$ cat src/rtl/msrv_32_decode_queue.sv
// MSRV32 instruction decoder followed by a DEPTH-entry FIFO of decoded control bundles.
// Optional M-extension decode, trap flush and a saturating illegal-instruction counter.
module msrv_32_decode_queue #(
  parameter int unsigned DEPTH = 2,
  parameter int unsigned M_EXT = 0,
  parameter int unsigned CNT_W = 8
) (
  input  logic             clk_in,
  input  logic             rst_in,
  input  logic [31:0]      instr_in,
  input  logic [1:0]       iadder_out_1_to_0_in,
  input  logic             instr_valid_in,
  output logic             instr_ready_out,
  input  logic             trap_taken_in,
  output logic             dec_valid_out,
  input  logic             dec_ready_in,
  output logic [2:0]       wb_mux_sel_out,
  output logic [2:0]       imm_type_out,
  output logic [2:0]       csr_op_out,
  output logic [3+M_EXT:0] alu_opcode_out,
  output logic [1:0]       load_size_out,
  output logic             load_unsigned_out,
  output logic             mem_wr_req_out,
  output logic             alu_src_out,
  output logic             iadder_src_out,
  output logic             csr_wr_en_out,
  output logic             rf_wr_en_out,
  output logic             illegal_instr_out,
  output logic             misaligned_load_out,
  output logic             misaligned_store_out,
  output logic [CNT_W-1:0] illegal_count_out
);

  localparam int PTR_W = (DEPTH > 1) ? $clog2(DEPTH) : 1;
  localparam int OCC_W = $clog2(DEPTH + 1);
  localparam int ALU_W = 4 + M_EXT;

  localparam logic [6:0] OPC_LOAD   = 7'b0000011;
  localparam logic [6:0] OPC_MISC   = 7'b0001111;
  localparam logic [6:0] OPC_OP_IMM = 7'b0010011;
  localparam logic [6:0] OPC_AUIPC  = 7'b0010111;
  localparam logic [6:0] OPC_STORE  = 7'b0100011;
  localparam logic [6:0] OPC_OP     = 7'b0110011;
  localparam logic [6:0] OPC_LUI    = 7'b0110111;
  localparam logic [6:0] OPC_BRANCH = 7'b1100011;
  localparam logic [6:0] OPC_JALR   = 7'b1100111;
  localparam logic [6:0] OPC_JAL    = 7'b1101111;
  localparam logic [6:0] OPC_SYSTEM = 7'b1110011;

  typedef enum logic [2:0] {
    WB_ALU, WB_LOAD, WB_IMM, WB_IADDER, WB_CSR, WB_PC4
  } wb_sel_e;

  typedef enum logic [2:0] {
    IMM_R, IMM_I, IMM_S, IMM_B, IMM_U, IMM_J, IMM_CSR
  } imm_type_e;

  typedef struct packed {
    wb_sel_e          wb_sel;
    imm_type_e        imm_type;
    logic [2:0]       csr_op;
    logic [ALU_W-1:0] alu_opcode;
    logic [1:0]       load_size;
    logic             load_unsigned;
    logic             mem_wr_req;
    logic             alu_src;
    logic             iadder_src;
    logic             csr_wr_en;
    logic             rf_wr_en;
    logic             illegal;
    logic             mis_load;
    logic             mis_store;
  } bundle_t;

  logic [6:0] opcode;
  logic [2:0] funct3;
  logic [6:0] funct7;
  logic       addr_misaligned;
  bundle_t    dec;

  assign opcode = instr_in[6:0];
  assign funct3 = instr_in[14:12];
  assign funct7 = instr_in[31:25];
  // Word access needs addr[1:0]==0, halfword needs addr[0]==0; byte access never misaligns.
  assign addr_misaligned = (funct3[1:0] == 2'b10 && iadder_out_1_to_0_in != 2'b00) ||
                           (funct3[1:0] == 2'b01 && iadder_out_1_to_0_in[0]);

  // NOTE: every field gets a default before the case so no path can infer a latch.
  always_comb begin
    dec               = '0;
    dec.alu_opcode    = ALU_W'(funct3);
    dec.load_size     = funct3[1:0];
    dec.load_unsigned = funct3[2];
    unique case (opcode)
      OPC_LOAD: begin
        dec.wb_sel     = WB_LOAD;
        dec.imm_type   = IMM_I;
        dec.iadder_src = 1'b1;
        dec.rf_wr_en   = 1'b1;
        dec.illegal    = funct3 inside {3'd3, 3'd6, 3'd7};
        dec.mis_load   = addr_misaligned;
      end
      OPC_STORE: begin
        dec.imm_type   = IMM_S;
        dec.iadder_src = 1'b1;
        dec.mem_wr_req = 1'b1;
        dec.illegal    = funct3 > 3'd2;
        dec.mis_store  = addr_misaligned;
      end
      OPC_BRANCH: begin
        dec.imm_type = IMM_B;
        dec.alu_src  = 1'b1;
        dec.illegal  = funct3 inside {3'd2, 3'd3};
      end
      OPC_OP_IMM: begin
        dec.imm_type = IMM_I;
        dec.rf_wr_en = 1'b1;
        if (funct3 == 3'd1) begin
          dec.illegal = funct7 != 7'b0000000;
        end else if (funct3 == 3'd5) begin
          dec.illegal       = !(funct7 == 7'b0000000 || funct7 == 7'b0100000);
          dec.alu_opcode[3] = funct7[5];
        end
      end
      OPC_OP: begin
        dec.alu_src  = 1'b1;
        dec.rf_wr_en = 1'b1;
        if (funct7 == 7'b0100000 && (funct3 == 3'd0 || funct3 == 3'd5)) begin
          dec.alu_opcode[3] = 1'b1;
        end else if (funct7 == 7'b0000001 && M_EXT != 0) begin
          dec.alu_opcode = dec.alu_opcode | ALU_W'(5'b1_0000);
        end else if (funct7 != 7'b0000000) begin
          dec.illegal = 1'b1;
        end
      end
      OPC_LUI: begin
        dec.wb_sel   = WB_IMM;
        dec.imm_type = IMM_U;
        dec.rf_wr_en = 1'b1;
      end
      OPC_AUIPC: begin
        dec.wb_sel   = WB_IADDER;
        dec.imm_type = IMM_U;
        dec.rf_wr_en = 1'b1;
      end
      OPC_JAL: begin
        dec.wb_sel   = WB_PC4;
        dec.imm_type = IMM_J;
        dec.rf_wr_en = 1'b1;
      end
      OPC_JALR: begin
        dec.wb_sel     = WB_PC4;
        dec.imm_type   = IMM_I;
        dec.iadder_src = 1'b1;
        dec.rf_wr_en   = 1'b1;
      end
      OPC_MISC: dec.imm_type = IMM_I;
      OPC_SYSTEM: begin
        dec.wb_sel    = WB_CSR;
        dec.imm_type  = IMM_CSR;
        dec.csr_op    = funct3;
        dec.csr_wr_en = funct3 != 3'd0;
        dec.rf_wr_en  = funct3 != 3'd0;
        dec.illegal   = funct3 == 3'd4;
      end
      default: dec.illegal = 1'b1;
    endcase
    if (dec.illegal) begin
      dec.rf_wr_en   = 1'b0;
      dec.csr_wr_en  = 1'b0;
      dec.mem_wr_req = 1'b0;
    end
    if (dec.mis_load)  dec.rf_wr_en   = 1'b0;
    if (dec.mis_store) dec.mem_wr_req = 1'b0;
  end

  logic [PTR_W-1:0] wr_ptr_q, wr_ptr_d, rd_ptr_q, rd_ptr_d;
  logic [OCC_W-1:0] occ_q, occ_d;
  logic [CNT_W-1:0] ill_cnt_q, ill_cnt_d;
  bundle_t          mem_q [DEPTH];
  logic             push, pop, full;

  assign full = occ_q == OCC_W'(DEPTH);
  assign push = instr_valid_in && !full;
  assign pop  = (occ_q != '0) && dec_ready_in;

  // Trap flush wins over everything; DEPTH is a power of two so pointers wrap naturally.
  always_comb begin
    wr_ptr_d  = wr_ptr_q;
    rd_ptr_d  = rd_ptr_q;
    occ_d     = occ_q;
    ill_cnt_d = ill_cnt_q;
    if (trap_taken_in) begin
      wr_ptr_d = '0;
      rd_ptr_d = '0;
      occ_d    = '0;
    end else begin
      if (push) wr_ptr_d = wr_ptr_q + PTR_W'(1);
      if (pop)  rd_ptr_d = rd_ptr_q + PTR_W'(1);
      occ_d = occ_q + OCC_W'(push) - OCC_W'(pop);
      if (push && dec.illegal && ill_cnt_q != {CNT_W{1'b1}}) ill_cnt_d = ill_cnt_q + CNT_W'(1);
    end
  end

  // NOTE: sequential state is updated only with non-blocking assignments.
  always_ff @(posedge clk_in or posedge rst_in) begin
    if (rst_in) begin
      wr_ptr_q  <= '0;
      rd_ptr_q  <= '0;
      occ_q     <= '0;
      ill_cnt_q <= '0;
    end else begin
      wr_ptr_q  <= wr_ptr_d;
      rd_ptr_q  <= rd_ptr_d;
      occ_q     <= occ_d;
      ill_cnt_q <= ill_cnt_d;
    end
  end

  // NOTE: storage has no reset; outputs are gated by occupancy so stale entries are never seen.
  always_ff @(posedge clk_in) begin
    if (push && !trap_taken_in) mem_q[wr_ptr_q] <= dec;
  end

  bundle_t head;
  assign dec_valid_out   = occ_q != '0;
  assign instr_ready_out = !full;
  assign head            = dec_valid_out ? mem_q[rd_ptr_q] : '0;

  assign wb_mux_sel_out       = head.wb_sel;
  assign imm_type_out         = head.imm_type;
  assign csr_op_out           = head.csr_op;
  assign alu_opcode_out       = head.alu_opcode;
  assign load_size_out        = head.load_size;
  assign load_unsigned_out    = head.load_unsigned;
  assign mem_wr_req_out       = head.mem_wr_req;
  assign alu_src_out          = head.alu_src;
  assign iadder_src_out       = head.iadder_src;
  assign csr_wr_en_out        = head.csr_wr_en;
  assign rf_wr_en_out         = head.rf_wr_en;
  assign illegal_instr_out    = head.illegal;
  assign misaligned_load_out  = head.mis_load;
  assign misaligned_store_out = head.mis_store;
  assign illegal_count_out    = ill_cnt_q;

  // Register specifiers are consumed downstream from the raw word, not by this block.
  logic unused_instr_bits;
  assign unused_instr_bits = &{1'b0, instr_in[24:15], instr_in[11:7]};

endmodule

$ cat config.mk
export PLATFORM = sky130hd
export DESIGN_NAME = msrv_32_decode_queue
export DESIGN_NICKNAME = d
export VERILOG_FILES = /design/src/rtl/msrv_32_decode_queue.sv
export SDC_FILE = /design/constraint.sdc
export NUM_CORES = 1
export LEC_CHECK = 0
export BUFFER_PORTS_ARGS = -buffer_cell sky130_fd_sc_hd__buf_2
export CAP_MARGIN = 20
export CORE_ASPECT_RATIO = 2
export CORE_UTILIZATION = 52
export CTS_CLUSTER_SIZE = 30
export DETAILED_ROUTE_END_ITERATION = 10
export GPL_TIMING_DRIVEN = 0
export PLACE_DENSITY = 0.78
export SETUP_SLACK_MARGIN = 0.02
export SYNTH_ARGS = -nofsm -noshare
export SYNTH_HDL_FRONTEND = slang
export SYNTH_SLANG_ARGS = --single-unit
$ cat constraint.sdc
create_clock -name clk_in -period 3.1 [get_ports clk_in]
set_clock_uncertainty 0.05 [all_clocks]
set_input_delay 0.155 -clock clk_in [delete_from_list [all_inputs] [get_ports clk_in]]
set_output_delay 0.155 -clock clk_in [all_outputs]
set_load 0.1 [all_outputs]
# Word-level counts from Yosys, hierarchy flattened
# Memories as Yosys holds them, arrays and structs flattened.
# Cells that the tools add are included.
# op_classes
bitwise_logic	1
n_reduce_logical	32
order_cmp	1
eq_ne	23
n_mux	31
n_addsub	5
# ops
cell	count
equality test 7 x 6 -> 1 bit (second input constant)	4
equality test 7 bit (second input constant)	4
2-to-1 mux 24 bit	1
2-to-1 mux 1 bit	22
one-hot mux 3 bit (6 select lines)	1
one-hot mux 3 bit (5 select lines)	1
equality test 7 x 5 -> 1 bit (second input constant)	2
equality test 3 bit (second input constant)	4
nonzero test 2 bit	5
adder 8 x 1 -> 8 bit (second input constant)	1
logical AND 1 bit	8
!= test 8 bit (second input constant)	1
equality test 7 x 2 -> 1 bit (second input constant)	1
equality test 7 x 4 -> 1 bit (second input constant)	1
logical NOT 7 bit	1
one-hot mux 1 bit (7 select lines)	1
nonzero test 7 bit	1
OR reduction 7 bit	1
equality test 3 x 2 -> 1 bit (second input constant)	2
nonzero test 3 bit	2
OR reduction 2 bit	3
OR reduction 5 bit	1
equality test 2 bit (second input constant)	2
2-to-1 mux 2 bit	2
other kinds (15)	21
# word_totals
output_inout_bits	34
n_memories	1
word_cells	98
reg_bits	12
ramBits	48
in_bits	39
# mem_list
name	depth	word_bits	rd	rd_ports_with_merged_regs	write_ports	line_no	source
mem_q	2	24	1	0	1	180	bundle_t mem_q [DEPTH];

# Depth between registers and ports, before layout
# depth
ltp_word	9
depth_mapped	8
mapped_depth_nobuf	7

# Least setup slack after synthesis
# No wires, ideal clock.
# synth_path
path_kind	reg-to-reg
startpoint	reg occ_q[0]
endpoint	mem mem_q[1][0] (netlist name), enable pin
period_less_slack_ns	3.575
stages_incl_launch_ff	4
setup_time_ns	0.430
n_path_buf	0
t_required_ns	2.620
arrival_ns	3.095
setup_slack_ns	-0.475
path_cell_list	dfrtp_1 nand2b_1 nand2_1 nor3b_1
# synth_between
elab_chain_cells	6
# synth_lines
element	line_no	source
from (decl)	178	logic [OCC_W-1:0] occ_q, occ_d;
from (signal assigned)	210	occ_q <= '0;
from (signal assigned)	215	occ_q <= occ_d;
equality test 2 bit	183	assign full = occ_q == OCC_W'(DEPTH);
logical NOT 1 bit	-	
net instr_ready_out	13	output logic instr_ready_out,
logical AND 1 bit	184	assign push = instr_valid_in && !full;
logical AND 1 bit	222	if (push && !trap_taken_in) mem_q[wr_ptr_q] <= dec;
2-to-1 mux 1 bit	222	
2-to-1 mux 1 bit (implied by the code)	222	
to (decl)	180	
# The timed path passes the listed nets, and every way through them passes these cells.

# Worst setup path after layout
# layout_path
startpoint	reg rd_ptr_q
endpoint	out load_size_out[1]
# layout_between
elab_chain_cells	2
# layout_lines
element	line_no	source
from (decl)	177	logic [PTR_W-1:0] wr_ptr_q, wr_ptr_d, rd_ptr_q, rd_ptr_d;
from (signal assigned)	214	rd_ptr_q <= rd_ptr_d;
memory read (2 x 24 bit)	-	
2-to-1 mux 24 bit	228	assign head = dec_valid_out ? mem_q[rd_ptr_q] : '0;
to (decl)	21	output logic [1:0] load_size_out,
# No other way between the ends.

==> results by group <==
Route
  • Post-route ant nets: 0
  • 1st-pass router iterations: 4
  • Drt wl/cell: 14.31 um
  • Via count: 1979
  • Starting DRT DRC Count: 73
  • Post-route DRC: 0
  • Vias/cell: 5.559
  • Post-Route WL: 5096 um

Yosys
  • Synthesis Warnings: 0
  • FFs w/ async S/R, synth: 0.2222
  • Synth Area in XOR/XNOR: 0.04526
  • Synthesized cell area: 2681 um2
  • Mux cell area share after synthesis: 0.08259
  • Adder-cell share of the synthesized area: 0.01400
  • Top FF cell, synth: edfxtp_1
  • Synth Net Count: 273
  • Syn Area/Cell: 11.61 um2
  • Largest family of logic cells by synthesized area: simple AND/OR/NAND/NOR gates
  • Flop and latch count out of synthesis: 54
  • EDFF count, synth: 42
  • Synth Instances: 231
  • Unique masters post-synth: 43
  • Compound-Gate Fraction of Synth Area: 0.06113
  • Register area share after synthesis: 0.5824
  • Simple-gate share of the synthesized area: 0.1792

Setup path
  • Setup crit start: rd_ptr_q
  • Worst setup path category: register to output port
  • Critical Path, Cell by Cell: clkbuf_1 > clkbuf_1 > mux2i_1 > nor2_1 > buf_4 > buf_2
  • Largest stage delay, worst path: 0.59 ns
  • Worst Path Required: 2.89 ns
  • Crit path DAT: 2.30 ns
  • RR Endpoint: illegal_count_out[3]
  • Crit path to: load_size_out[1]
  • R2R setup slack: 1.09 ns
  • Worst reg2reg path startpoint: illegal_count_out[0]
  • CP most frequent cell: clkbuf_1
  • CP max-delay cell: clkbuf_1
  • Reg2Reg Depth: 6
  • Worst Path Max Fanout: 10
  • Worst Setup Start Kind: register
  • CP endpoint kind: output port

Clock tree
  • Clock Path Buffers: 2
  • # clock sinks: 54
  • CTS resizes: 0
  • CTS clock-pin slew for the worst setup and hold paths: 0.09 ns
  • CTS root buffer: clkbuf_8
  • Htree depth: 2
  • Clk_lat worst skew: 0.30 ns
  • Post-CTS Setup Bufs: 0
  • CTS buffer count: 5
  • CTS tree: built

Timing
  • Final WS setup: 0.5927 ns
  • Fmax: 398.8 MHz
  • Tmin final: 2.507 ns
  • Setup TNS: 0 ns
  • Final setup viols: 0
  • Slew HR: 0.3623
  • Tightest Pin Transition: 0.9535 ns
  • Tcrit/Tclk final: 0.8088
  • Slew Limit Fails: 0
  • Final Hold Violating Endpoints: 0
  • RSZ-0062 raised after global routing: no

Die
  • Die Ht: 103.6 um
  • Standard-cell rows: 36
  • Initial Utilization: 0.5461
  • Core box area: 4910 um2
  • Die area: 5465 um2
  • # IOs: 73
  • Die width: 52.78 um

Place
  • DP HPWL: 3913 um
  • Routability cong.: 0.8130
  • Port buffer count: 56
  • Place WS: 0.8844 ns
  • Area after DPL: 3070 um2

Layout
  • Share of cells above drive strength 1: 0.2709
  • Final #Nets: 340
  • Antenna diodes: 0
  • Filler Cell Count: 402
  • Post-route cell area: 3187 um2
  • Area Growth Syn to Fin: 18.85%

Power
  • VDD IR max: 1.167 mV
  • PwrDens: 990.0 nW/um2
  • Leak: 1.297 nW

GRT
  • Total track usage: 0.2037
  • Largest net degree at the start of global routing: 22
  • Number of global-route vias before repair: 1829
  • First-pass GRT wire length: 8114 um
  • Initial antenna violation count: 0
  • GRT overflow: 0

Hold path
  • Type of the worst min-delay path: input port to register

Outcome
  • Status: complete, no violations

Flow run
  • Max-cap violations: 0
synthesized netlist by cell type (2+ instances only):
| master | count | share of area |
|---|---|---|
| nand3_1 | 4 | 0.0075 |
| nor3b_1 | 3 | 0.0084 |
| nand2b_1 | 2 | 0.0047 |
| mux2i_1 | 21 | 0.078 |
| nor4_1 | 4 | 0.0093 |
| or3_1 | 2 | 0.0047 |
| and3_1 | 2 | 0.0047 |
| a31oi_1 | 4 | 0.0093 |
| nand2_1 | 13 | 0.018 |
| clkbuf_1 | 7 | 0.0098 |
| xor2_1 | 8 | 0.026 |
| nor2_1 | 41 | 0.057 |
| xnor2_1 | 4 | 0.013 |
| dfrtp_1 | 12 | 0.11 |
| nor2b_1 | 4 | 0.0093 |
| a21oi_1 | 5 | 0.0093 |
| ha_1 | 3 | 0.014 |
| inv_1 | 6 | 0.0084 |
| buf_4 | 3 | 0.0084 |
| and4_1 | 2 | 0.0065 |
| buf_2 | 4 | 0.0075 |
| o21ai_0 | 5 | 0.0093 |
| edfxtp_1 | 42 | 0.47 |
| nor3_1 | 9 | 0.017 |
| and2_1 | 3 | 0.0070 |
sequential cells by signal (all words and copies together), names as in the netlist:
name,flops
wr_ptr_q,1
mem_q,42
occ_q,2
illegal_count_out,8
rd_ptr_q,1
layout make-up:
class | count | area [um2] | share of cell area
Inverter | 6 | 22.52 | 0.007067
Timing Repair Buffer | 60 | 325.3 | 0.1021
Clock inverter | 2 | 13.76 | 0.004319
Tap cell | 57 | 71.32 | 0.02238
Buffer | 15 | 72.57 | 0.02277
Clock buffer | 6 | 72.57 | 0.02277
Sequential cell | 54 | 1562 | 0.4900
Multi-Input combinational cell | 156 | 1047 | 0.3286
critical path, delay by kind of cell, from the launching register on:
family        cells  cell delay, ns
buf+inv           4            1.32
flops             1            0.33
mux               1            0.18
simple gates      1            0.17
kinds of logic (layout without fill, tap and decap cells):
logic type / count (synthesis) / count (layout)
AO/OA/AOI/OAI: 23 / 23
XOR/XNOR: 13 / 13
adder cells (fa/ha/maj): 3 / 3
buffers and inverters: 21 / 89
flip-flops: 54 / 54
multiplexers: 22 / 22
AND/OR/NAND/NOR: 95 / 95
cell usage in the layout, fill, tap and decap left out, types with 2 or more instances in the layout:
cell and instances:
a21oi_1 5, a31oi_1 4, and2_1 3, and3_1 2, and4_1 2, buf_2 60, buf_4 3, clkbuf_1 8
clkbuf_8 5, dfrtp_1 12, dlygate4sd3_1 3, edfxtp_1 42, ha_1 3, inv_1 6, mux2i_1 21, nand2_1 13
nand2b_1 2, nand3_1 4, nor2_1 41, nor2b_1 4, nor3_1 8, nor3b_1 2, nor4_1 4, o21ai_0 5
or3_1 2, xnor2_1 4, xor2_1 8
stage by stage:
stage / power [mW] / hold WS (ns) / utilization / instances
after floorplan: 2.524 / -0.03030 / - / 231
after global placement: 2.775 / 0.1322 / 0.6198 / 344
after detailed placement: 2.808 / 0.1426 / 0.6254 / 345
after CTS: 3.177 / 0.09074 / 0.6491 / 356
after global routing: 3.284 / 0.08298 / 0.6491 / 356
final: 3.155 / 0.09907 / 0.6491 / 356
power breakdown:
part	internal, mW	total [mW]	switching (mW)
registers	0.885	0.953	0.0680
logic	0.328	1.83	1.50
clock network	0.160	0.372	0.213
total	1.37	3.15	1.78
worst min-delay path by stage:
stage                            to  cells past startpoint           from  slack, ns
2_1_floorplan  illegal_count_out[0]                      1         rst_in      -0.03
3_3_place_gp   illegal_count_out[6]                      2         rst_in       0.13
3_5_place_dp   illegal_count_out[6]                      2         rst_in       0.14
4_1_cts                    occ_q[1]                      2  trap_taken_in       0.09
5_1_grt                    occ_q[1]                      2  trap_taken_in       0.08
6_report                   occ_q[1]                      2  trap_taken_in        0.1
routing by layer:
| layer | up-vias | share of wire | global-route usage |
|---|---|---|---|
| li1 | 961 | - | - |
| met1 | 937 | 0.36 | 0.2063 |
| met2 | 62 | 0.57 | 0.3635 |
| met3 | 19 | 0.033 | 0.04112 |
| met4 | 0 | 0.037 | 0.1090 |
| met5 | - | 0 | 0 |
what timing repair did:
item / 4_1_cts / 5_1_grt
hold endpoints to repair: 16 / 0
endpoints found under the setup margin: 0 / 0
hold buffers: 3 / 0
Note: power is estimated with default switching activity, not from simulation.
